--- src/rtl/fetch_stage_pkg.sv ---
// Shared pipeline types: the fetch-to-decode bundle, the fetch FSM states
// and the PC helpers used by the fetch stage.
package pipeline_types;

    localparam logic [31:0] PC_STEP = 32'd4;

    typedef struct packed {
        logic [31:0] instr;
        logic [31:0] pc;
        logic [31:0] pc4;
        logic        valid;
    } if_id_t;

    typedef enum logic [1:0] {
        IDLE = 2'd0,
        WAIT = 2'd1,
        DROP = 2'd2
    } fetch_state_t;

    localparam if_id_t ID_BUBBLE = '{instr: 32'd0, pc: 32'd0, pc4: 32'd0, valid: 1'b0};

    function automatic logic [31:0] align_word(input logic [31:0] addr);
        return {addr[31:2], 2'b00};
    endfunction

endpackage

--- src/rtl/fetch_stage_fifo.sv ---
// Circular buffer of fetched {instruction, pc} words waiting for decode.
// Clear wins over push/pop; pushes when full and pops when empty are dropped.
module fetch_fifo #(
    parameter  int Depth = 2,
    parameter  int Width = 64,
    localparam int CntW  = $clog2(Depth + 1),
    localparam int PtrW  = (Depth > 1) ? $clog2(Depth) : 1
) (
    input  logic             iClk,
    input  logic             nRst,
    input  logic             i_push,
    input  logic             i_pop,
    input  logic             i_clear,
    input  logic [Width-1:0] i_data,
    output logic [CntW-1:0]  o_count,
    output logic [Width-1:0] o_head
);

    localparam logic [PtrW-1:0] LAST_PTR = PtrW'(Depth - 1);
    localparam logic [CntW-1:0] FULL_CNT = CntW'(Depth);

    logic [Width-1:0] r_mem [Depth];
    logic [PtrW-1:0]  r_wr_ptr;
    logic [PtrW-1:0]  r_rd_ptr;
    logic [CntW-1:0]  r_count;
    logic             w_do_push;
    logic             w_do_pop;

    function automatic logic [PtrW-1:0] ptr_inc(input logic [PtrW-1:0] p);
        return (p == LAST_PTR) ? {PtrW{1'b0}} : p + PtrW'(1);
    endfunction

    assign w_do_push = i_push & (r_count != FULL_CNT);
    assign w_do_pop  = i_pop & (r_count != {CntW{1'b0}});

    // Pointer and occupancy bookkeeping.
    always_ff @(posedge iClk or negedge nRst) begin
        if (!nRst) begin
            r_wr_ptr <= {PtrW{1'b0}};
            r_rd_ptr <= {PtrW{1'b0}};
            r_count  <= {CntW{1'b0}};
        end else if (i_clear) begin
            r_wr_ptr <= {PtrW{1'b0}};
            r_rd_ptr <= {PtrW{1'b0}};
            r_count  <= {CntW{1'b0}};
        end else begin
            if (w_do_push) r_wr_ptr <= ptr_inc(r_wr_ptr);
            if (w_do_pop)  r_rd_ptr <= ptr_inc(r_rd_ptr);
            case ({w_do_push, w_do_pop})
                2'b10:   r_count <= r_count + CntW'(1);
                2'b01:   r_count <= r_count - CntW'(1);
                default: r_count <= r_count;
            endcase
        end
    end

    // Storage needs no reset; occupancy alone decides what is readable.
    always_ff @(posedge iClk) begin
        if (w_do_push && !i_clear) r_mem[r_wr_ptr] <= i_data;
    end

    assign o_count = r_count;
    assign o_head  = r_mem[r_rd_ptr];

endmodule

--- src/rtl/fetch_stage.sv ---
// Instruction fetch: one outstanding memory read at a time, results buffered
// in fetch_fifo and handed to decode through the registered oID bundle.
module fetch_stage
    import pipeline_types::*;
#(
    parameter logic [31:0] ResetVec  = 32'h0000_0000,
    parameter int          FifoDepth = 2
) (
    input  logic        iClk,
    input  logic        nRst,
    input  logic        iStall,
    input  logic        iBrTrue,
    input  logic [31:0] iBrPc,
    output if_id_t      oID,
    output logic        oMemReq,
    output logic [31:0] oMemAddr,
    input  logic        iMemAck,
    input  logic [31:0] iMemData
);

    localparam int          CW       = $clog2(FifoDepth + 1);
    localparam logic [CW-1:0] DEPTH_C  = CW'(FifoDepth);
    localparam logic [31:0] RESET_PC = align_word(ResetVec);

    fetch_state_t r_state, w_state_nxt;
    logic [31:0]  r_pc, w_pc_nxt, r_mem_addr, w_mem_addr_nxt;
    logic         r_mem_req, w_mem_req_nxt;
    if_id_t       r_id, w_id_nxt;
    logic         w_redirect, w_ack, w_push, w_pop, w_credit;
    logic [CW-1:0] w_count, w_post_count;
    logic [63:0]  w_head;
    logic [31:0]  w_br_pc, w_pc_inc, w_target;

    fetch_fifo #(.Depth(FifoDepth), .Width(64)) u_fifo (
        .iClk    (iClk),
        .nRst    (nRst),
        .i_push  (w_push),
        .i_pop   (w_pop),
        .i_clear (w_redirect),
        .i_data  ({iMemData, r_pc}),
        .o_count (w_count),
        .o_head  (w_head)
    );

    // Credit is judged on the FIFO occupancy as it will be after this edge.
    always_comb begin
        w_redirect = iBrTrue & ~iStall;
        w_ack      = iMemAck & r_mem_req;
        w_br_pc    = align_word(iBrPc);
        w_pc_inc   = r_pc + PC_STEP;
        w_target   = w_redirect ? w_br_pc : r_pc;
        w_pop      = ~iStall & ~w_redirect & (w_count != {CW{1'b0}});
        w_push     = (r_state == WAIT) & w_ack & ~w_redirect;
        if (w_redirect) begin
            w_post_count = {CW{1'b0}};
        end else if (w_push && !w_pop) begin
            w_post_count = w_count + CW'(1);
        end else if (!w_push && w_pop) begin
            w_post_count = w_count - CW'(1);
        end else begin
            w_post_count = w_count;
        end
        w_credit = (w_post_count < DEPTH_C);
    end

    // Request FSM next state; PC always holds the next address to fetch.
    always_comb begin
        w_state_nxt    = r_state;
        w_pc_nxt       = r_pc;
        w_mem_req_nxt  = r_mem_req;
        w_mem_addr_nxt = r_mem_addr;
        case (r_state)
            IDLE: begin
                w_pc_nxt = w_target;
                if (w_credit) begin
                    w_state_nxt    = WAIT;
                    w_mem_req_nxt  = 1'b1;
                    w_mem_addr_nxt = w_target;
                end else begin
                    w_state_nxt = IDLE;
                end
            end
            WAIT: begin
                if (w_ack && w_redirect) begin
                    w_state_nxt    = WAIT;
                    w_pc_nxt       = w_br_pc;
                    w_mem_addr_nxt = w_br_pc;
                end else if (w_ack) begin
                    w_pc_nxt = w_pc_inc;
                    if (w_credit) begin
                        w_state_nxt    = WAIT;
                        w_mem_addr_nxt = w_pc_inc;
                    end else begin
                        w_state_nxt   = IDLE;
                        w_mem_req_nxt = 1'b0;
                    end
                end else if (w_redirect) begin
                    w_state_nxt = DROP;
                    w_pc_nxt    = w_br_pc;
                end else begin
                    w_state_nxt = WAIT;
                end
            end
            DROP: begin
                w_pc_nxt = w_target;
                if (w_ack && w_credit) begin
                    w_state_nxt    = WAIT;
                    w_mem_addr_nxt = w_target;
                end else if (w_ack) begin
                    w_state_nxt   = IDLE;
                    w_mem_req_nxt = 1'b0;
                end else begin
                    w_state_nxt = DROP;
                end
            end
            default: begin
                w_state_nxt   = IDLE;
                w_pc_nxt      = RESET_PC;
                w_mem_req_nxt = 1'b0;
            end
        endcase
    end

    // Decode bundle: bubble on redirect, hold on stall, otherwise pop the head.
    always_comb begin
        w_id_nxt = r_id;
        if (w_redirect) begin
            w_id_nxt = ID_BUBBLE;
        end else if (!iStall && (w_count != {CW{1'b0}})) begin
            w_id_nxt = '{instr: w_head[63:32], pc: w_head[31:0],
                         pc4: w_head[31:0] + PC_STEP, valid: 1'b1};
        end else if (!iStall) begin
            w_id_nxt = ID_BUBBLE;
        end else begin
            w_id_nxt = r_id;
        end
    end

    // State and output registers.
    always_ff @(posedge iClk or negedge nRst) begin
        if (!nRst) begin
            r_state    <= IDLE;
            r_pc       <= RESET_PC;
            r_mem_req  <= 1'b0;
            r_mem_addr <= 32'd0;
            r_id       <= ID_BUBBLE;
        end else begin
            r_state    <= w_state_nxt;
            r_pc       <= w_pc_nxt;
            r_mem_req  <= w_mem_req_nxt;
            r_mem_addr <= w_mem_addr_nxt;
            r_id       <= w_id_nxt;
        end
    end

    assign oID      = r_id;
    assign oMemReq  = r_mem_req;
    assign oMemAddr = r_mem_addr;

endmodule

--- config.mk ---
export PLATFORM = sky130hd
export DESIGN_NAME = fetch_stage
export DESIGN_NICKNAME = d
export VERILOG_FILES = /design/src/rtl/fetch_stage_pkg.sv /design/src/rtl/fetch_stage_fifo.sv /design/src/rtl/fetch_stage.sv
export SDC_FILE = /design/constraint.sdc
export NUM_CORES = 1
export LEC_CHECK = 0
export CAP_MARGIN = 25
export CORE_ASPECT_RATIO = 1.4
export CORE_MARGIN = 4
export CORE_UTILIZATION = 30
export DETAILED_ROUTE_END_ITERATION = 10
export DONT_BUFFER_PORTS = 1
export HOLD_SLACK_MARGIN = 0.06
export PLACE_DENSITY_LB_ADDON = 0.15
export SLEW_MARGIN = 10
export SYNTH_ARGS = -nofsm -noshare
export SYNTH_HDL_FRONTEND = slang
export SYNTH_HIERARCHICAL = 1
export SYNTH_SLANG_ARGS = --single-unit
--- constraint.sdc ---
create_clock -name iClk -period 8.5 [get_ports iClk]
set_input_delay 0.85 -clock iClk [delete_from_list [all_inputs] [get_ports iClk]]
set_output_delay 0.85 -clock iClk [all_outputs]
set_load 0.01 [all_outputs]
# Word level (Yosys, flattened, before mapping)
# Memories as Yosys holds them, arrays and structs flattened.
# Index checks and enable logic that the tools add are counted.
# Widths: inputs -> output; s select.
dict set report totals {
  mem_bits_ro 0
  ramBits 128
  register_bits 168
  memories 1
  input_bits 69
  word_cells 103
  out_inout_bits 130
  latchBits 0
}
# memory words width read_ports rd_ports_with_merged_regs wr line
set memory_table {}
lappend memory_table {u_fifo.r_mem 2 64 1 0 1 fetch_stage_fifo.sv:22} ;# logic [Width-1:0] r_mem [Depth];
dict set report classes {
  n_eq_ne 15
  div_mod_pow 0
  shifts 0
  magnitude_cmp 1
  n_addsub 6
  n_mul 0
  n_reduce_logical 19
  bitwise 10
  mux 40
}
# cell n
set ops {}
lappend ops {{$mux 97} 3}
lappend ops {{$mux 32} 8}
lappend ops {{$pmux 32 s3} 1}
lappend ops {{$add 32x3->32 const B} 2}
lappend ops {{$pmux 32 s2} 1}
lappend ops {{$mux 2} 9}
lappend ops {{$ne 2x2->1 const B} 8}
lappend ops {{$mux 1} 15}
lappend ops {{$and 1x1->1} 8}
lappend ops {{$logic_and 1x1->1} 6}
lappend ops {{$ne 3x2->1 const B} 2}
lappend ops {{$pmux 2 s3} 1}
lappend ops {{$reduce_and 6->1} 1}
lappend ops {{$reduce_bool 2->1} 3}
lappend ops {{$reduce_bool 3->1} 2}
lappend ops {{$reduce_and 5->1} 1}
lappend ops {{$eq 2x1->1 const B} 2}
lappend ops {{$eq 2x2->1 const B} 2}
lappend ops {{$logic_not 1->1} 4}
lappend ops {{$pmux 2 s2} 1}
lappend ops {{$ne 3x1->1 const B} 1}
lappend ops {{$pmux 1 s3} 1}
lappend ops {{$add 1x1->1 const B} 2}
lappend ops {{$add 2x1->2 const B} 1}
lappend ops {{other kinds (5)} 6}

# Depth between registers and ports, before layout
dict set report logic_depth {
  depth_word 14
  depth_mapped 11
  mapped_depth_nobuf 8
}

# By module
# The synthesis kept the hierarchy.
# mod instances area_per_inst_um2 seq_area_each_um2 cells_per_inst
set modules_own_cells {}
lappend modules_own_cells {fetch_stage 1 8629.5 4053.9 912}
lappend modules_own_cells {fetch_fifo 1 4839.6 3943.8 224}

# Worst setup path before layout
# OpenSTA, ideal clock, no wires.
dict set report synth_path {
  path_kind {input to register}
  startpoint {input port iMemAck}
  endpoint {memory u_fifo.r_mem[1][0], enable pin}
  required_ns 7.922
  n_path_buf 2
  path_stages 7
  setup_slack_ns 1.182
  arrival_ns 6.740
  setup_time_ns 0.578
  cell_sequence {and4b_1 -> clkbuf_1 -> nand2_1 -> inv_1 -> clkbuf_1 -> nand2_1 -> nor3b_1}
}
dict set report synth_via {
  elab_chain_cells 7
}
# item line
set synth_rtl {}
lappend synth_rtl {{start: declaration} fetch_stage.sv:17} ;# input logic iMemAck,
lappend synth_rtl {{$and 1x1->1} fetch_stage.sv:48} ;# w_ack = iMemAck & r_mem_req;
lappend synth_rtl {{$and 1x1->1 (2 in a row)} fetch_stage.sv:53} ;# w_push = (r_state == WAIT) & w_ack & ~w_redirect;
lappend synth_rtl {{net w_push} fetch_stage.sv:29} ;# logic w_redirect, w_ack, w_push, w_pop, w_credit;
lappend synth_rtl {{$and 1x1->1} fetch_stage_fifo.sv:33} ;# assign w_do_push = i_push & (r_count != FULL_CNT);
lappend synth_rtl {{$logic_and 1x1->1} fetch_stage_fifo.sv:59} ;# if (w_do_push && !i_clear) r_mem[r_wr_ptr] <= i_data;
lappend synth_rtl {{$mux 1} fetch_stage_fifo.sv:59}
lappend synth_rtl {{$mux 1 (not written as such)} fetch_stage_fifo.sv:59}
lappend synth_rtl {{end: declaration} fetch_stage_fifo.sv:22}
# The timed path passes the listed nets, and every way through them passes these cells.

# Worst setup path in the final report
dict set report layout_path {
  startpoint {register r_state[0]}
  endpoint {memory u_fifo.r_mem[0][43], enable pin}
}
dict set report layout_via {
  elab_chain_cells 7
}
# item line
set layout_rtl {}
lappend layout_rtl {{start: declaration} fetch_stage.sv:25} ;# fetch_state_t r_state, w_state_nxt;
lappend layout_rtl {{start signal: assignment} fetch_stage.sv:148} ;# r_state <= w_state_nxt;
lappend layout_rtl {{$eq 2x1->1} fetch_stage.sv:53}
lappend layout_rtl {{$and 1x1->1 (2 in a row)} fetch_stage.sv:53}
lappend layout_rtl {{$and 1x1->1} fetch_stage_fifo.sv:33}
lappend layout_rtl {{$logic_and 1x1->1} fetch_stage_fifo.sv:59}
lappend layout_rtl {{$mux 1} fetch_stage_fifo.sv:59}
lappend layout_rtl {{$mux 1 (not written as such)} fetch_stage_fifo.sv:59}
# Every way passes these cells.

==> flow_metrics.env <==
export IMPL_fin_nets=1171
export IMPL_grt_pass1_wl_mm=61.1
export IMPL_grt_antenna_before_repair=0
export IMPL_seqPwrFrac_pct=44.8
export IMPL_comb_power_share_pct=25.4
export IMPL_grt_max_degree=167
export IMPL_rsz0062_at_grt="false"
export IMPL_synthArstFlopShare_pct=56.5
export IMPL_tightest_slew_ps=959
export IMPL_synth_edf_count=128
export IMPL_syn_instance_count=1136
export IMPL_clkPwrFrac_pct=29.8
export IMPL_cp_max_fo=53
export IMPL_synthMostInstantiatedCell="dfrtp_1"
export IMPL_grt_use_total_pct=16.1
export IMPL_yosys_register_bits=294
export IMPL_slew_headroom_pct=36.1
export IMPL_netlist_area_um2=13500
export IMPL_crit_type="register to register"
export IMPL_total_power_mw=4.98
export IMPL_period_needed_ps=4580
export IMPL_num_vias=9186
export IMPL_synth_area_leaders="dfrtp_1 31%, edfxtp_1 29%, mux2_2 5.7%"
export IMPL_drt_iter0_drc=776
export IMPL_clk_pin_slew_ps=60
export IMPL_setup_violations=0
export IMPL_finalWirelength_mm=40.2
export IMPL_setup_tns_final_ps=0
export IMPL_vias_per_cell=5.46
export IMPL_first_global_vias=9240
export IMPL_io_buffers=0
export IMPL_syn_to_final_growth_pct=12.1
export IMPL_fmax_mhz=218
export IMPL_postCtsSetupRepairBufs=0
export IMPL_cp_num_buf_inv=3
export IMPL_power_internal_mw=3.22
export IMPL_overflow=0
export IMPL_cts_resized=0
export IMPL_hold_class="input pin to async pin"
export IMPL_clock_latency_ps=520
export IMPL_slowest_delay_ps=890
export IMPL_detail_route_antenna_nets=0
export IMPL_ios=199
export IMPL_drcViolationCount=0
export IMPL_ys_types=76
export IMPL_slew_violations=0
export IMPL_rows=91
export IMPL_dp_final_hpwl_mm=25.7
export IMPL_first_pass_iters=5
export IMPL_synth_warnings=6
export IMPL_cpMostUsedCell="nand2_1"
export IMPL_cp_slowest_cell="inv_1"
export IMPL_start_util_pct=30.4
export IMPL_path_delay_family="simple AND/OR/NAND/NOR gates"
export IMPL_start_kind="register"
export IMPL_synth_top_area_share_pct=30.8
export IMPL_synth_common_cells="166 x dfrtp_1, 128 x edfxtp_1, 96 x nand2_1"
export IMPL_yosysSeqAreaShare_pct=59.4
export IMPL_numCtsBuffers=34
export IMPL_cp_depth=7
export IMPL_ff2ff_path_depth=7
export IMPL_drive_gt1_share_pct=14.9
export IMPL_hold_viol_final=0
export IMPL_p_switching_mw=1.76
export IMPL_cts_sinks=294
export IMPL_htreeDepth=2
export IMPL_syn_avg_cell_area_um2=11.9
export IMPL_status="complete, no violations"
export IMPL_die_x_um=187
export IMPL_switching_share_pct=35.4
export IMPL_worstSetupEndpointType="register"
export IMPL_fin_crit_sh_pct=53.9
export IMPL_postCtsHoldBufs=1
export IMPL_vdd_drop_max_v=0.000236
export IMPL_clock_root_buffer="clkbuf_16"
export IMPL_power_density_nw_per_um2=330
export IMPL_cts_buffer_depth=3
export IMPL_die_h_um=259
export IMPL_path_cells="and4b_1 -> nand2_1 -> inv_1 -> nand2_1 -> nor3_2 -> buf_6 -> buf_12"
export IMPL_clock_skew_ps=14.4
export IMPL_postSynthNetCount=1208
export IMPL_dieArea_um2=48400
export IMPL_yosysTopAreaCell="dfrtp_1"
export IMPL_cp_arrival_ps=4760
export IMPL_required_ps=8680
export IMPL_max_cap_violations=0
export IMPL_reg2reg_slack_ps=3920
export IMPL_drt_wirelength_per_cell_um=23.9
export IMPL_core_um2=44300
export IMPL_synth_ff_type="dfrtp_1"
export IMPL_cts_tree="done"
export IMPL_place_gp_congestion=0.833
export IMPL_nFillCells=4339
export IMPL_n_antenna_cell=0
export IMPL_p_leak_nw=5.72
==> sequential cells by signal, indices dropped and copies added (netlist names) <==
signal / count
r_pc: 32
r_state: 2
oID: 95
oMemAddr: 32
oMemReq: 1
u_fifo/r_rd_ptr: 1
u_fifo/o_count: 2
u_fifo/r_wr_ptr: 1
u_fifo/r_mem: 128
==> cell families (layout without fill, tap and decap cells) <==
kind of cell | after synthesis | in the layout | synth area share, %
DFF | 294 | 294 | 59.4
and+or+nand+nor | 291 | 291 | 10.9
xor gates and xnor gates | 29 | 29 | 1.89
adders and majority gates | 4 | 4 | 0.353
muxes | 82 | 82 | 6.99
buffers and inverters | 111 | 99 | 3.61
AOI/OAI and AO/OA | 325 | 325 | 16.9
==> path summary, 6_finish.rpt <==
check	startpoint	end
worst max-delay path	r_state[0]	u_fifo/r_mem[0][43]
worst min-delay path	nRst	oID[77]
max in group asynchronous	nRst	u_fifo/r_rd_ptr
worst max register to register	r_state[0]	u_fifo/r_mem[0][43]
worst min register to register	r_pc[1]	u_fifo/r_mem[0][1]
min in group iClk	iMemData[0]	u_fifo/r_mem[1][32]
==> area by class of cell <==
type                            instances  area, µm²  share of cell area (%)
Tap cell                              558        698                    4.62
Inverter                               19       71.3                   0.472
Sequential cell                       294       8000                    53.0
Clock inverter                         11        140                   0.928
Timing Repair Buffer                   19        186                    1.23
Multi-Input combinational cell        731       5020                    33.2
Clock buffer                           50        982                    6.51
==> metrics by stage <==
| stage | hold slack [ps] | area (µm²) | std cells | utilization [%] | setup slack, ps |
|---|---|---|---|---|---|
| 2_1_floorplan | 437 | 13500 | 1136 | - | 1180 |
| 3_3_place_gp | 499 | 13900 | 1617 | 31.4 | 3590 |
| 3_5_place_dp | 520 | 13900 | 1620 | 31.5 | 3850 |
| 4_1_cts | 390 | 15100 | 1682 | 34.1 | 3850 |
| 5_1_grt | 387 | 15100 | 1682 | 34.1 | 3650 |
| 6_report | 387 | 15100 | 1682 | 34.1 | 3920 |
==> routing by layer <==
layer	vias to the layer above	global-route usage (%)	share of wire, %
met3	75	4.78	7.3
li1	4230	-	-
met2	302	27.4	49
met1	4579	19.4	40
met5	-	0	0
met4	0	5.84	3.4
==> cell usage in the layout (no fill, tap or decap), types with 4 or more instances in the layout <==
| cell | instances |
|---|---|
| o211ai_1 | 7 |
| or3_1 | 11 |
| o22ai_1 | 12 |
| a31oi_1 | 10 |
| and4_1 | 8 |
| nor3_1 | 20 |
| nand3_1 | 35 |
| a21oi_1 | 51 |
| xor2_1 | 7 |
| inv_1 | 17 |
| nand4_1 | 18 |
| mux2_2 | 68 |
| mux2i_1 | 7 |
| a211oi_1 | 11 |
| a21o_1 | 7 |
| and2_1 | 9 |
| nor2_1 | 48 |
| o21ai_0 | 88 |
| a22o_1 | 64 |
| o41ai_2 | 6 |
| edfxtp_1 | 128 |
| o31ai_1 | 16 |
| xnor2_1 | 22 |
| a221o_1 | 4 |
| a211o_1 | 4 |
| clkbuf_1 | 10 |
| and3_1 | 12 |
| nand2_1 | 96 |
| dfrtp_1 | 165 |
| o21a_1 | 6 |
| buf_4 | 15 |
| clkbuf_8 | 5 |
| mux2_4 | 7 |
| clkbuf_16 | 35 |
| a311oi_1 | 5 |
| nor4_1 | 8 |
==> power by group through the flow <==
stage               logic [mW]  clock network, mW  registers [mW]
floorplan                 1.02                  0            2.06
global placement          1.23                  0            2.25
detailed placement        1.25                  0            2.26
CTS                       1.28               1.54            2.24
global route              1.39               1.60            2.27
finish                    1.26               1.48            2.23
No activity file was read; power rests on OpenSTA's default activity.
